### src/rtl/prbs_pkg.sv
// prbs_pkg -- shared definitions for the SERDES test-pattern sequencer.
//   PRBS_W / DATA_W   : pattern register width and serializer word width
//   PRBS_SEED         : default generator reload value (bit k set for odd k)
//   PRBS_ALIGN_WORD   : default training/comma word
//   prbs_state_e      : sequencer FSM states
package prbs_pkg;

  localparam int PRBS_W = 127;
  localparam int DATA_W = 32;

  // 63 copies of "10" give bits 1,3,..,125 set; bit 126 (even) is clear.
  localparam logic [PRBS_W-1:0] PRBS_SEED       = {1'b0, {63{2'b10}}};
  localparam logic [DATA_W-1:0] PRBS_ALIGN_WORD = 32'hBCBC_BCBC;

  typedef enum logic [1:0] {
    ST_IDLE  = 2'd0,
    ST_ALIGN = 2'd1,
    ST_RUN   = 2'd2,
    ST_DONE  = 2'd3
  } prbs_state_e;

endpackage

### src/rtl/prbs_rot127.sv
// prbs_rot127 -- 127-bit rotating pattern register.
//   clk, rst_n : clock, synchronous active-low reset (reloads SEED)
//   load       : reload SEED (takes priority over advance)
//   advance    : rotate right by one word, new[k] = old[(k+32) mod 127]
//   word       : low DATA_W bits of the current pattern
module prbs_rot127
  import prbs_pkg::*;
#(
  parameter logic [PRBS_W-1:0] SEED = PRBS_SEED
) (
  input  logic              clk,
  input  logic              rst_n,
  input  logic              load,
  input  logic              advance,
  output logic [DATA_W-1:0] word
);

  logic [PRBS_W-1:0] pat_q;

  always_ff @(posedge clk) begin
    if (!rst_n)       pat_q <= SEED;
    else if (load)    pat_q <= SEED;
    // Rotation by 32 on a 127-bit ring: the low word wraps to the top.
    else if (advance) pat_q <= {pat_q[DATA_W-1:0], pat_q[PRBS_W-1:DATA_W]};
  end

  assign word = pat_q[DATA_W-1:0];

endmodule

### src/rtl/prbs_burst_ctrl.sv
// prbs_burst_ctrl -- burst sequencer for the SERDES test-pattern path.
// Emits ALIGN_CNT alignment words, then burst_len pattern words (0 = until
// stop) from prbs_rot127, over a valid/ready handshake.
//   clk, rst_n          : clock, synchronous active-low reset
//   start, stop         : one-cycle burst begin / early-end pulses
//   burst_len           : pattern words per burst, sampled with start
//   tx_ready            : serializer accepts the presented word
//   tx_valid/tx_data    : word to serializer; tx_is_align marks ALIGN_WORD
//   busy, done          : FSM not idle / one-cycle end-of-burst pulse
//   word_cnt            : pattern words accepted in current/last burst
//   err_inject          : only when PRBS_ERR_INJECT_EN is defined; arms a
//                         one-shot bit-0 flip of the next pattern word
// All outputs are decoded from registered state, so data follows the
// accepting edge by one cycle and stays stable while stalled.
module prbs_burst_ctrl
  import prbs_pkg::*;
#(
  parameter logic [PRBS_W-1:0] SEED       = PRBS_SEED,
  parameter logic [DATA_W-1:0] ALIGN_WORD = PRBS_ALIGN_WORD,
  parameter int                ALIGN_CNT  = 16,
  parameter int                BURST_W    = 16
) (
  input  logic               clk,
  input  logic               rst_n,
  input  logic               start,
  input  logic               stop,
  input  logic [BURST_W-1:0] burst_len,
  input  logic               tx_ready,
`ifdef PRBS_ERR_INJECT_EN
  input  logic               err_inject,
`endif
  output logic               tx_valid,
  output logic [DATA_W-1:0]  tx_data,
  output logic               tx_is_align,
  output logic               busy,
  output logic               done,
  output logic [BURST_W-1:0] word_cnt
);

  localparam logic [15:0] ALIGN_LAST = 16'(ALIGN_CNT - 1);

  prbs_state_e        state_q, state_d;
  logic [BURST_W-1:0] len_q, len_d;
  logic [BURST_W-1:0] cnt_q, cnt_d;
  logic [15:0]        acnt_q, acnt_d;
  logic               pend_q, pend_d;
  logic               gen_load, gen_adv;
  logic [DATA_W-1:0]  gen_word;
  logic               accept, stop_req, flip_w;

  prbs_rot127 #(.SEED(SEED)) u_gen (
    .clk     (clk),
    .rst_n   (rst_n),
    .load    (gen_load),
    .advance (gen_adv),
    .word    (gen_word)
  );

  assign tx_valid = (state_q == ST_ALIGN) || (state_q == ST_RUN);
  assign accept   = tx_valid & tx_ready;
  // A stop arriving together with an accept ends on that accept.
  assign stop_req = stop | pend_q;

  always_comb begin
    state_d  = state_q;
    len_d    = len_q;
    cnt_d    = cnt_q;
    acnt_d   = acnt_q;
    pend_d   = pend_q;
    gen_load = 1'b0;
    gen_adv  = 1'b0;
    case (state_q)
      ST_IDLE: if (start) begin
        state_d  = ST_ALIGN;
        len_d    = burst_len;
        cnt_d    = '0;
        acnt_d   = '0;
        pend_d   = 1'b0;
        gen_load = 1'b1;
      end
      ST_ALIGN: begin
        if (accept) begin
          acnt_d = acnt_q + 16'd1;
          if (stop_req)                 state_d = ST_DONE;
          else if (acnt_q == ALIGN_LAST) state_d = ST_RUN;
        end else if (stop) begin
          pend_d = 1'b1;
        end
      end
      ST_RUN: begin
        if (accept) begin
          gen_adv = 1'b1;
          cnt_d   = cnt_q + BURST_W'(1);
          if (stop_req || (len_q != '0 && cnt_d == len_q)) state_d = ST_DONE;
        end else if (stop) begin
          pend_d = 1'b1;
        end
      end
      default: begin
        state_d = ST_IDLE;
        pend_d  = 1'b0;
      end
    endcase
  end

  always_ff @(posedge clk) begin
    if (!rst_n) begin
      state_q <= ST_IDLE;
      len_q   <= '0;
      cnt_q   <= '0;
      acnt_q  <= '0;
      pend_q  <= 1'b0;
    end else begin
      state_q <= state_d;
      len_q   <= len_d;
      cnt_q   <= cnt_d;
      acnt_q  <= acnt_d;
      pend_q  <= pend_d;
    end
  end

`ifdef PRBS_ERR_INJECT_EN
  // armed_q waits for the next new pattern word; flip_q marks the word
  // currently presented as the corrupted one, so a stalled word stays stable.
  logic armed_q, flip_q, new_run_word;
  assign new_run_word = accept && (state_d == ST_RUN);

  always_ff @(posedge clk) begin
    if (!rst_n) begin
      armed_q <= 1'b0;
      flip_q  <= 1'b0;
    end else if (state_q == ST_IDLE && start) begin
      armed_q <= 1'b0;
      flip_q  <= 1'b0;
    end else if (new_run_word) begin
      flip_q  <= armed_q | err_inject;
      armed_q <= 1'b0;
    end else if (err_inject) begin
      armed_q <= 1'b1;
    end
  end

  assign flip_w = flip_q & (state_q == ST_RUN);
`else
  assign flip_w = 1'b0;
`endif

  always_comb begin
    tx_data = '0;
    if (state_q == ST_ALIGN)    tx_data = ALIGN_WORD;
    else if (state_q == ST_RUN) tx_data = gen_word ^ {{(DATA_W-1){1'b0}}, flip_w};
  end

  assign tx_is_align = (state_q == ST_ALIGN);
  assign busy        = (state_q != ST_IDLE);
  assign done        = (state_q == ST_DONE);
  assign word_cnt    = cnt_q;

endmodule

### config.mk
export PLATFORM = sky130hd
export DESIGN_NAME = prbs_burst_ctrl
export DESIGN_NICKNAME = d
export VERILOG_FILES = /design/src/rtl/prbs_pkg.sv /design/src/rtl/prbs_rot127.sv /design/src/rtl/prbs_burst_ctrl.sv
export SDC_FILE = /design/constraint.sdc
export NUM_CORES = 1
export LEC_CHECK = 0
export CAP_MARGIN = 20
export CORE_UTILIZATION = 40
export DETAILED_ROUTE_END_ITERATION = 16
export PLACE_DENSITY = 0.67
export SYNTH_ARGS = -nofsm -noshare
export SYNTH_HDL_FRONTEND = slang
export SYNTH_SLANG_ARGS = --single-unit
### constraint.sdc
create_clock -name clk -period 3 [get_ports clk]
set_input_delay 0.3 -clock clk [delete_from_list [all_inputs] [get_ports clk]]
set_output_delay 0.3 -clock clk [all_outputs]
set_load 0.02 [all_outputs]
==> results of run 1 <==
## cells in the final DEF, fill, tap and decap left out, types with 3 or more instances in the layout
master and n:
o21ai_0 9, ha_1 7, nor3b_1 4, nand2_1 333
inv_8 4, inv_1 7, nor3_1 15, clkinv_4 3
clkbuf_16 17, a21o_1 20, xnor2_1 17, nand4_1 5
buf_12 6, and3_1 5, nand3_1 83, buf_4 10
nor2_1 25, xor2_1 16, nor4_1 9, nor2b_1 17
a21boi_0 20, clkinvlp_4 3, a21oi_1 80, and2_1 18
mux2i_1 4, clkdlybuf4s50_1 72, dfxtp_1 178
## cell families (layout without fill, tap and decap cells)
kind of cell,Yosys count,count (layout)
adders and majority gates,8,8
muxes,7,7
and+or+nand+nor,529,529
AOI/OAI and AO/OA,146,146
buffers and inverters,77,127
xor gates and xnor gates,33,33
DFF,178,178
## metal layers
metal / vias up / GRT usage
met2: 145 / 0.2870
li1: 3300 / -
met5: - / 0
met3: 14 / 0.03785
met1: 3049 / 0.2606
met4: 0 / 0.06082
## path summary, 6_finish.rpt
path,startpoint,to,depth (start not counted)
worst min-delay path,burst_len[9],len_q[9]$_SDFFE_PN0P_,3
worst min register to register,u_gen.pat_q[98]$_SDFFE_PP0P_,u_gen.pat_q[66]$_SDFFE_PP0P_,2
worst max-delay path,state_q[0]$_SDFFE_PN0P_,tx_data[6],7
worst max register to register,word_cnt[0]$_SDFFE_PN0P_,state_q[0]$_SDFFE_PN0P_,8
## area by class of cell
type	instances	area, µm²
Sequential cell	178	3563
Clock buffer	18	439.2
Clock inverter	14	143.9
Inverter	7	26.28
Fill cell	1737	9131
Multi-Input combinational cell	723	3702
Timing Repair Buffer	88	915.9
Tap cell	229	286.5
## worst min-delay path, delay by kind of cell
| kind | cells | cell delay (ns) |
|---|---|---|
| AOI/OAI and AO/OA | 1 | 0.06 |
| and+or+nand+nor | 1 | 0.05 |
| buffers and inverters | 1 | 0.40 |
## sequential cells by signal, summed over array words and instances (netlist names)
name and cells:
word_cnt 16, len_q 16, state_q 2, acnt_q 16, u_gen.pat_q 127, pend_q 1
## synth_stat cells (6+ instances only)
| library cell | number | area (µm²) |
|---|---|---|
| a21boi_0 | 20 | 150.1 |
| a21o_1 | 20 | 150.1 |
| a21oi_1 | 80 | 400.4 |
| and2_1 | 20 | 125.1 |
| buf_1 | 6 | 22.52 |
| clkbuf_1 | 58 | 217.7 |
| dfxtp_1 | 178 | 3563 |
| ha_1 | 7 | 87.58 |
| inv_1 | 7 | 26.28 |
| nand2_1 | 335 | 1257 |
| nand3_1 | 83 | 415.4 |
| nor2_1 | 25 | 93.84 |
| nor2b_1 | 17 | 106.4 |
| nor3_1 | 15 | 75.07 |
| nor4_1 | 9 | 56.30 |
| o21ai_0 | 9 | 45.04 |
| xnor2_1 | 17 | 148.9 |
| xor2_1 | 16 | 140.1 |
## stage by stage
stage               hold WS (ns)  worst slack [ns]  total power [mW]  instance area [µm²]
floorplan                 0.4321            0.4025             4.331                 7556
global route              0.4146           0.09391             7.809                 9077
global placement          0.4389            0.3898             5.270                 8494
finish                    0.4147            0.2752             7.399                 9077
CTS                       0.4008            0.2637             7.457                 9077
detailed placement        0.4441            0.3357             5.284                 8494
## power groups by stage
stage / Clock, mW / Sequential [mW] / Combinational [mW]
floorplan: 0 / 2.70 / 1.63
global placement: 0 / 2.74 / 2.53
detailed placement: 0 / 2.75 / 2.54
CTS: 2.21 / 2.69 / 2.55
global route: 2.31 / 2.72 / 2.78
finish: 2.17 / 2.69 / 2.54
==> impl_metrics.toml, run 1 <==
[floorplanning]
io-pin-count = 73
start_util = 0.4150
rows = 49
die_w_um = 139.4
die_area_mm2 = 0.01944
die_y_um = 139.4
core_area_mm2 = 0.01821

[synth]
synthMuxAreaShare = 0.01027
netlist_area_mm2 = 0.007556
syn_area_per_cell_um2 = 7.726
synthesis.instances = 978
yosysUniqueCellTypes = 50
synth-adder-area-share = 0.01292
synth_top_family_by_area = "simple AND/OR/NAND/NOR gates"
synthArstFlopShare = 0
seq_area_frac_synth = 0.4716
synthSimpleGateAreaFrac = 0.3055
synth.ff_latch_count = 178
synthFlopType = "dfxtp_1"
synth-compound-area-share = 0.1212
yosysWarnings = 0
synth_nets = 1006
synth_edf_count = 0
synth-xor-area-share = 0.03825

[finish]
utilization = 0.4985
area_growth_pct = 20.14
antenna_cells = 0
drive_above_1_share = 0.06031
final_cells = 1257
nNetsFinal = 1043

[clock_tree]
cts_buffer_depth = 2
cts_tree = "built"
path_clk_slew_ns = 0.08
cts_buffers = 17
insertion_delay_ns = 0.44
cts_root_buffer = "clkbuf_16"
cts_hold_buf = 0
cts_repair_resize_count = 0
post-cts-setup-buffers = 0
h-tree-depth = 4
cts_num_sinks = 178

[placement]
dp_hpwl_um = 11120
port-buffer-count = 72
gp_congestion = 0.8471
dp_cells = 1225

[setup_path]
critPathArrivalTime_ns = 2.42
crit_buf_inv = 4
cpMaxStageDelayCell = "clkdlybuf4s50_1"
path_max_fanout = 12
endpoint_kind = "output port"
cp_cell_sequence = "inv_1, ha_1, inv_1, nor2_1, buf_4, and2_1, clkdlybuf4s50_1"
regToRegSetupSlack_ns = 0.30
cp_data_required_time_ns = 2.70
cp_top_family = "buffers and inverters"
setup.worst_path.start_class = "flop"
crit_top_cell = "inv_1"
cp_slowest_stage_delay_ns = 0.62
path_class = "flop to output port"

[pwr]
sw_frac_of_total = 0.3681
peakVddDrop_uv = 464.9
p_per_area_mw_per_mm2 = 815.1
pwr-share-seq = 0.364
netSwitchingPower_mw = 2.723
pwr-share-clk = 0.293
combPwrFrac = 0.343
leakage_nw = 3.540
p_int_mw = 4.676

[sta]
setup_violations = 0
finalSetupTns_ns = 0
final-hold-violation-count = 0
fmax_mhz = 367.0
tightest_slew_ns = 0.6299
fin_crit_ns = 2.725
maxSlewViolCount = 0
fin_skew_ns = 0.01323
relSlewSlack = 0.5800
rsz0062_at_grt = "false"
finalCritPeriodShare = 0.9083

[drt]
vias_per_cell = 5.177
wl_um = 17560
wl_met1_um = 8809
drt_first_iter_violations = 492
met3_length_um = 753
drc = 0
wl_met2_um = 7827
ant_nets = 0
vias = 6508
wl_per_cell_um = 13.97
dr.max_layer_used = "met4"
first_pass_iters = 5

[grt]
antenna_found_initial = 0
grt-ovfl-total = 0
grt_max_degree = 128
grt_pass1_wl_um = 29310
grtUsageTotal = 0.1866
grt_pass1_vias = 5921

[min_path]
min_path_type = "input pin to flop"

[outcome]
status = "finished, final reports clean"

[run]
cap_viol_max_count = 0
(Power assumes the default switching activity.)
==> run 2, diff against run 1 <==
ABC_CLOCK_PERIOD_IN_PS = 3000   (was unset)
REMOVE_ABC_BUFFERS = 1   (was unset)
SLEW_MARGIN = 20   (was unset)
==> run 2 against run 1 <==
Compared with the run above:
- worst setup slack lost 0.022 ns
- die area stayed put
- clock-buffer cell count stayed put
- fmax shrank 0.81%
- wire length shrank 3.9%
- non-clock buffer count is 2 higher
- global-route usage down 0.94 points
- critical path type unchanged
- critical endpoint is now tx_data[30]
- highest routed layer unchanged
==> impl_metrics.toml, run 2 (synthesis results as in run 1) <==
[outcome]
status = "finished, final reports clean"

[pwr]
p_int_mw = 4.739
combPwrFrac = 0.339
netSwitchingPower_mw = 2.665
peakVddDrop_uv = 392.8
pwr-share-seq = 0.363
pwr-share-clk = 0.298
p_per_area_mw_per_mm2 = 816.8
leakage_nw = 3.552
sw_frac_of_total = 0.3600

[sta]
tightest_slew_ns = 0.6010
fin_skew_ns = 0.01282
fin_crit_ns = 2.747
setup_violations = 0
finalCritPeriodShare = 0.9157
fmax_mhz = 364.0
relSlewSlack = 0.5993
rsz0062_at_grt = "false"
final-hold-violation-count = 0
maxSlewViolCount = 0

[finish]
seq_area_mm2 = 0.003563
multiInputGateArea_mm2 = 0.003702
area_growth_pct = 19.97
largest_reg_flops = 127
final_cells = 1258
mostFrequentLayoutCell = "nand2_1"
drive_above_1_share = 0.06122
layout_common_cells = "nand2_1, dfxtp_1, nand3_1, a21oi_1, clkdlybuf4s50_1"
utilization = 0.4978
nNetsFinal = 1045
antenna_cells = 0
fin_area_mm2 = 0.009065
regMostFlops = "u_gen.pat_q"
fillers = 1742

[grt]
grt-ovfl-total = 0
grtUsageTotal = 0.1772
antenna_found_initial = 0
grt_pass1_wl_um = 28210
grt_max_degree = 128
grt_pass1_vias = 5730

[run]
cap_viol_max_count = 0

[clock_tree]
cts_hold_buf = 0
insertion_delay_ns = 0.43
cts_buffer_depth = 2
h-tree-depth = 4
cts_tree = "built"
cts_root_buffer = "clkbuf_16"
cts_buffers = 17
post-cts-setup-buffers = 0
cts_repair_resize_count = 0
cts_num_sinks = 178
path_clk_slew_ns = 0.07

[placement]
place_area_mm2 = 0.008484
port-buffer-count = 72
dp_hpwl_um = 10410
gp_congestion = 0.8581
dp_cells = 1227

[setup_path]
endpoint_kind = "output port"
regToRegSetupSlack_ns = 0.27
worstRegToRegCells = 8
cpMaxStageDelayCell = "clkdlybuf4s50_1"
setup.worst_path.start_class = "flop"
cp_slowest_stage_delay_ns = 0.61
cp_cell_sequence = "inv_1, ha_1, nor2_1, buf_4, and2_1, clkdlybuf4s50_1"
r2r-start = "word_cnt[0]$_SDFFE_PN0P_"
cp_top_family = "buffers and inverters"
crit_buf_inv = 3
cp_data_required_time_ns = 2.70
path_max_fanout = 12
reg2reg_to = "state_q[1]$_SDFFE_PN0P_"
critPathArrivalTime_ns = 2.45
path_class = "flop to output port"
crit_start = "state_q[1]$_SDFFE_PN0P_"

[min_path]
hold_depth = 3
hold_path.startpoint = "burst_len[11]"
min_path_type = "input pin to flop"
min_to = "len_q[11]$_SDFFE_PN0P_"

[drt]
vias_per_cell = 5.062
vias = 6368
drc = 0
drt_first_iter_violations = 474
first_pass_iters = 7
wl_um = 16870
ant_nets = 0
wl_per_cell_um = 13.41

[floorplanning]
die_w_um = 139.4
rows = 49
start_util = 0.4150
die_y_um = 139.4
core_area_mm2 = 0.01821
die_area_mm2 = 0.01944
io-pin-count = 73
[run 2: final cells by class]
class,count,share of cell area
Clock inverter,13,0.01560
Tap cell,229,0.03161
Clock buffer,18,0.04845
Timing Repair Buffer,90,0.09993
Inverter,7,0.002899
Sequential cell,178,0.3931
Multi-Input combinational cell,723,0.4084
[run 2: worst register-to-register path: stages, from the launching register on]
cell and delay [ns]:
dfxtp_1 0.44, ha_1 0.28, nand3_1 0.13, or3_1 0.55, mux2_4 0.36, a2111oi_2 0.32
a21oi_1 0.10, a31oi_2 0.27, mux2i_1 0.21
[run 2: through the flow]
step           hold WS [ns]  setup WS [ns]  total power [mW]  setup TNS [ns]
2_1_floorplan        0.4177        -0.7819             4.292          -96.66
3_3_place_gp         0.4395         0.3355             5.258               0
3_5_place_dp         0.4425         0.3072             5.275               0
4_1_cts              0.4140         0.1838             7.494               0
5_1_grt              0.4238        0.07710             7.828               0
6_report             0.4313         0.2529             7.404               0
[run 2: power by group through the flow]
| stage | clock network, mW | registers, mW | logic (mW) |
|---|---|---|---|
| after floorplan | 0 | 2.71 | 1.59 |
| after global placement | 0 | 2.74 | 2.52 |
| after detailed placement | 0 | 2.74 | 2.53 |
| after CTS | 2.26 | 2.69 | 2.55 |
| after global routing | 2.35 | 2.72 | 2.76 |
| final | 2.21 | 2.69 | 2.51 |
[run 2: worst max path at each step]
stage / slack [ns] / depth (start not counted) / end
after floorplan: -0.78 / 5 / u_gen.pat_q[0]$_SDFFE_PP0P_
after CTS: 0.18 / 4 / tx_data[31]
final: 0.25 / 6 / tx_data[30]
after global placement: 0.34 / 8 / state_q[0]$_SDFFE_PN0P_
after global routing: 0.08 / 8 / state_q[1]$_SDFFE_PN0P_
after detailed placement: 0.31 / 8 / state_q[1]$_SDFFE_PN0P_
[run 2: layer usage]
metal,wire length [µm],global-route usage,vias to the layer above,part of all wire
li1,-,-,3293,-
met1,8275,0.2403,2955,0.49
met2,7767,0.2817,108,0.46
met3,684,0.04129,12,0.041
met4,145,0.04737,0,0.0086
met5,0,0,-,0
==> run 3, diff against run 2 <==
CORE_MARGIN = 2   (was unset)
SKIP_CTS_REPAIR_TIMING = 1   (was unset)
==> run 3 against run 2 <==
Compared with the run above:
- via count increased by 0.96%
- worst setup slack worse by 0.0086 ns
- register-to-register slack about the same
- non-clock buffer count is 2 lower
- utilization is 1.1 points lower
- power barely moved
==> impl_metrics.toml, run 3 (synthesis results as in run 1) <==
[sta]
maxSlewViolCount = 0
setup_violations = 0
relSlewSlack = 0.5769
fmax_mhz = 362.9
tightest_slew_ns = 0.6346
finalCritPeriodShare = 0.9186
final-hold-violation-count = 0
fin_skew_ns = 0.007160
rsz0062_at_grt = "false"
fin_crit_ns = 2.756
finalSetupTns_ns = 0

[grt]
grt_pass1_vias = 5968
grtUsageTotal = 0.1740
antenna_found_initial = 0
grt_max_degree = 128
grt-ovfl-total = 0
grt_pass1_wl_um = 28780

[setup_path]
cp_data_required_time_ns = 2.70
setup.worst_path.start_class = "flop"
path_class = "flop to output port"
endpoint_kind = "output port"
path_max_fanout = 12
critPathArrivalTime_ns = 2.46

[floorplanning]
die_w_um = 141.4
rows = 50
io-pin-count = 73
core_area_mm2 = 0.01864
start_util = 0.4053
die_area_mm2 = 0.02001
die_y_um = 141.4

[drt]
wl_um = 17040
ant_nets = 0
drc = 0
wl_per_cell_um = 13.50
drt_first_iter_violations = 471
vias_per_cell = 5.094
first_pass_iters = 5
vias = 6429

[finish]
antenna_cells = 0
drive_above_1_share = 0.06031
final_cells = 1262
layout_common_cells = "nand2_1, dfxtp_1, nand3_1, a21oi_1, clkdlybuf4s50_1"
nNetsFinal = 1043
regMostFlops = "u_gen.pat_q"
largest_reg_flops = 127
fillers = 1832
mostFrequentLayoutCell = "nand2_1"
area_growth_pct = 20.02

[pwr]
p_per_area_mw_per_mm2 = 817.2
peakVddDrop_uv = 461.9
leakage_nw = 3.537

[placement]
dp_hpwl_um = 10610
port-buffer-count = 72
gp_congestion = 0.8142
dp_cells = 1230

[run]
cap_viol_max_count = 0

[clock_tree]
insertion_delay_ns = 0.43
cts_root_buffer = "clkbuf_16"
path_clk_slew_ns = 0.07
cts_buffers = 17
h-tree-depth = 4
cts_buffer_depth = 2
cts_tree = "built"
cts_num_sinks = 178

[outcome]
status = "finished, final reports clean"

[min_path]
min_path_type = "input pin to flop"
==> run 3: cell count changes in the layout (fill, tap and decap cells not counted) <==
cell | previous run | this run
buf_4 | 14 | 12
clkbuf_1 | 0 | 1
clkinv_2 | 2 | 1
clkinv_4 | 0 | 1
clkinv_8 | 1 | 0
ha_1 | 7 | 6
ha_4 | 0 | 1
inv_6 | 5 | 6
==> run 3: path summary, 6_finish.rpt <==
check,start,to,slack (ns),cells after the start
worst min-delay path,burst_len[10],len_q[10]$_SDFFE_PN0P_,0.43,3
worst max register to register,word_cnt[1]$_SDFFE_PN0P_,state_q[1]$_SDFFE_PN0P_,0.26,8
worst min register to register,u_gen.pat_q[90]$_SDFFE_PP0P_,u_gen.pat_q[58]$_SDFFE_PP0P_,0.45,2
worst max-delay path,state_q[0]$_SDFFE_PN0P_,tx_data[30],0.24,7
==> run 3: worst max-delay path, stage by stage, from the launching register on <==
cell and delay (ns):
dfxtp_1 0.35, inv_1 0.13, ha_4 0.24, inv_1 0.12
nor2_1 0.16, buf_4 0.22, and2_1 0.18, clkdlybuf4s50_1 0.61
==> run 3: stage by stage <==
stage	power [mW]	util	setup slack [ns]	hold WS [ns]	instance area [µm²]
finish	7.411	0.4864	0.2443	0.4272	9069
global route	7.853	0.4864	0.06264	0.4276	9069
CTS	7.489	0.4859	0.1488	0.4126	9059
detailed placement	5.266	0.4548	0.2815	0.4451	8478
global placement	5.239	0.4548	0.3902	0.4362	8478
floorplan	4.292	-	-0.7819	0.4177	7278
==> run 3: routing by layer <==
metal | global-route usage | routed length [µm] | vias up
met5 | 0 | 0 | -
li1 | - | - | 3295
met2 | 0.2813 | 7815 | 109
met4 | 0.05105 | 197 | 0
met1 | 0.2362 | 8420 | 3007
met3 | 0.03510 | 608 | 18
==> run 3: where the power goes <==
group,switching [mW],internal (mW),total (mW)
Sequential,0.142,2.55,2.69
Combinational,1.53,0.996,2.52
Clock,0.999,1.20,2.20
Total,2.67,4.74,7.41
==> run 3: layout make-up <==
type	count	area, µm²	area share
clock buffers	19	442.9	0.04884
clock inverters	13	137.6	0.01518
inverters	7	26.28	0.002897
multi-input cells	723	3715	0.4096
flip-flops and latches	178	3563	0.3929
well taps	234	292.8	0.03228
repair buffers	88	890.9	0.09823
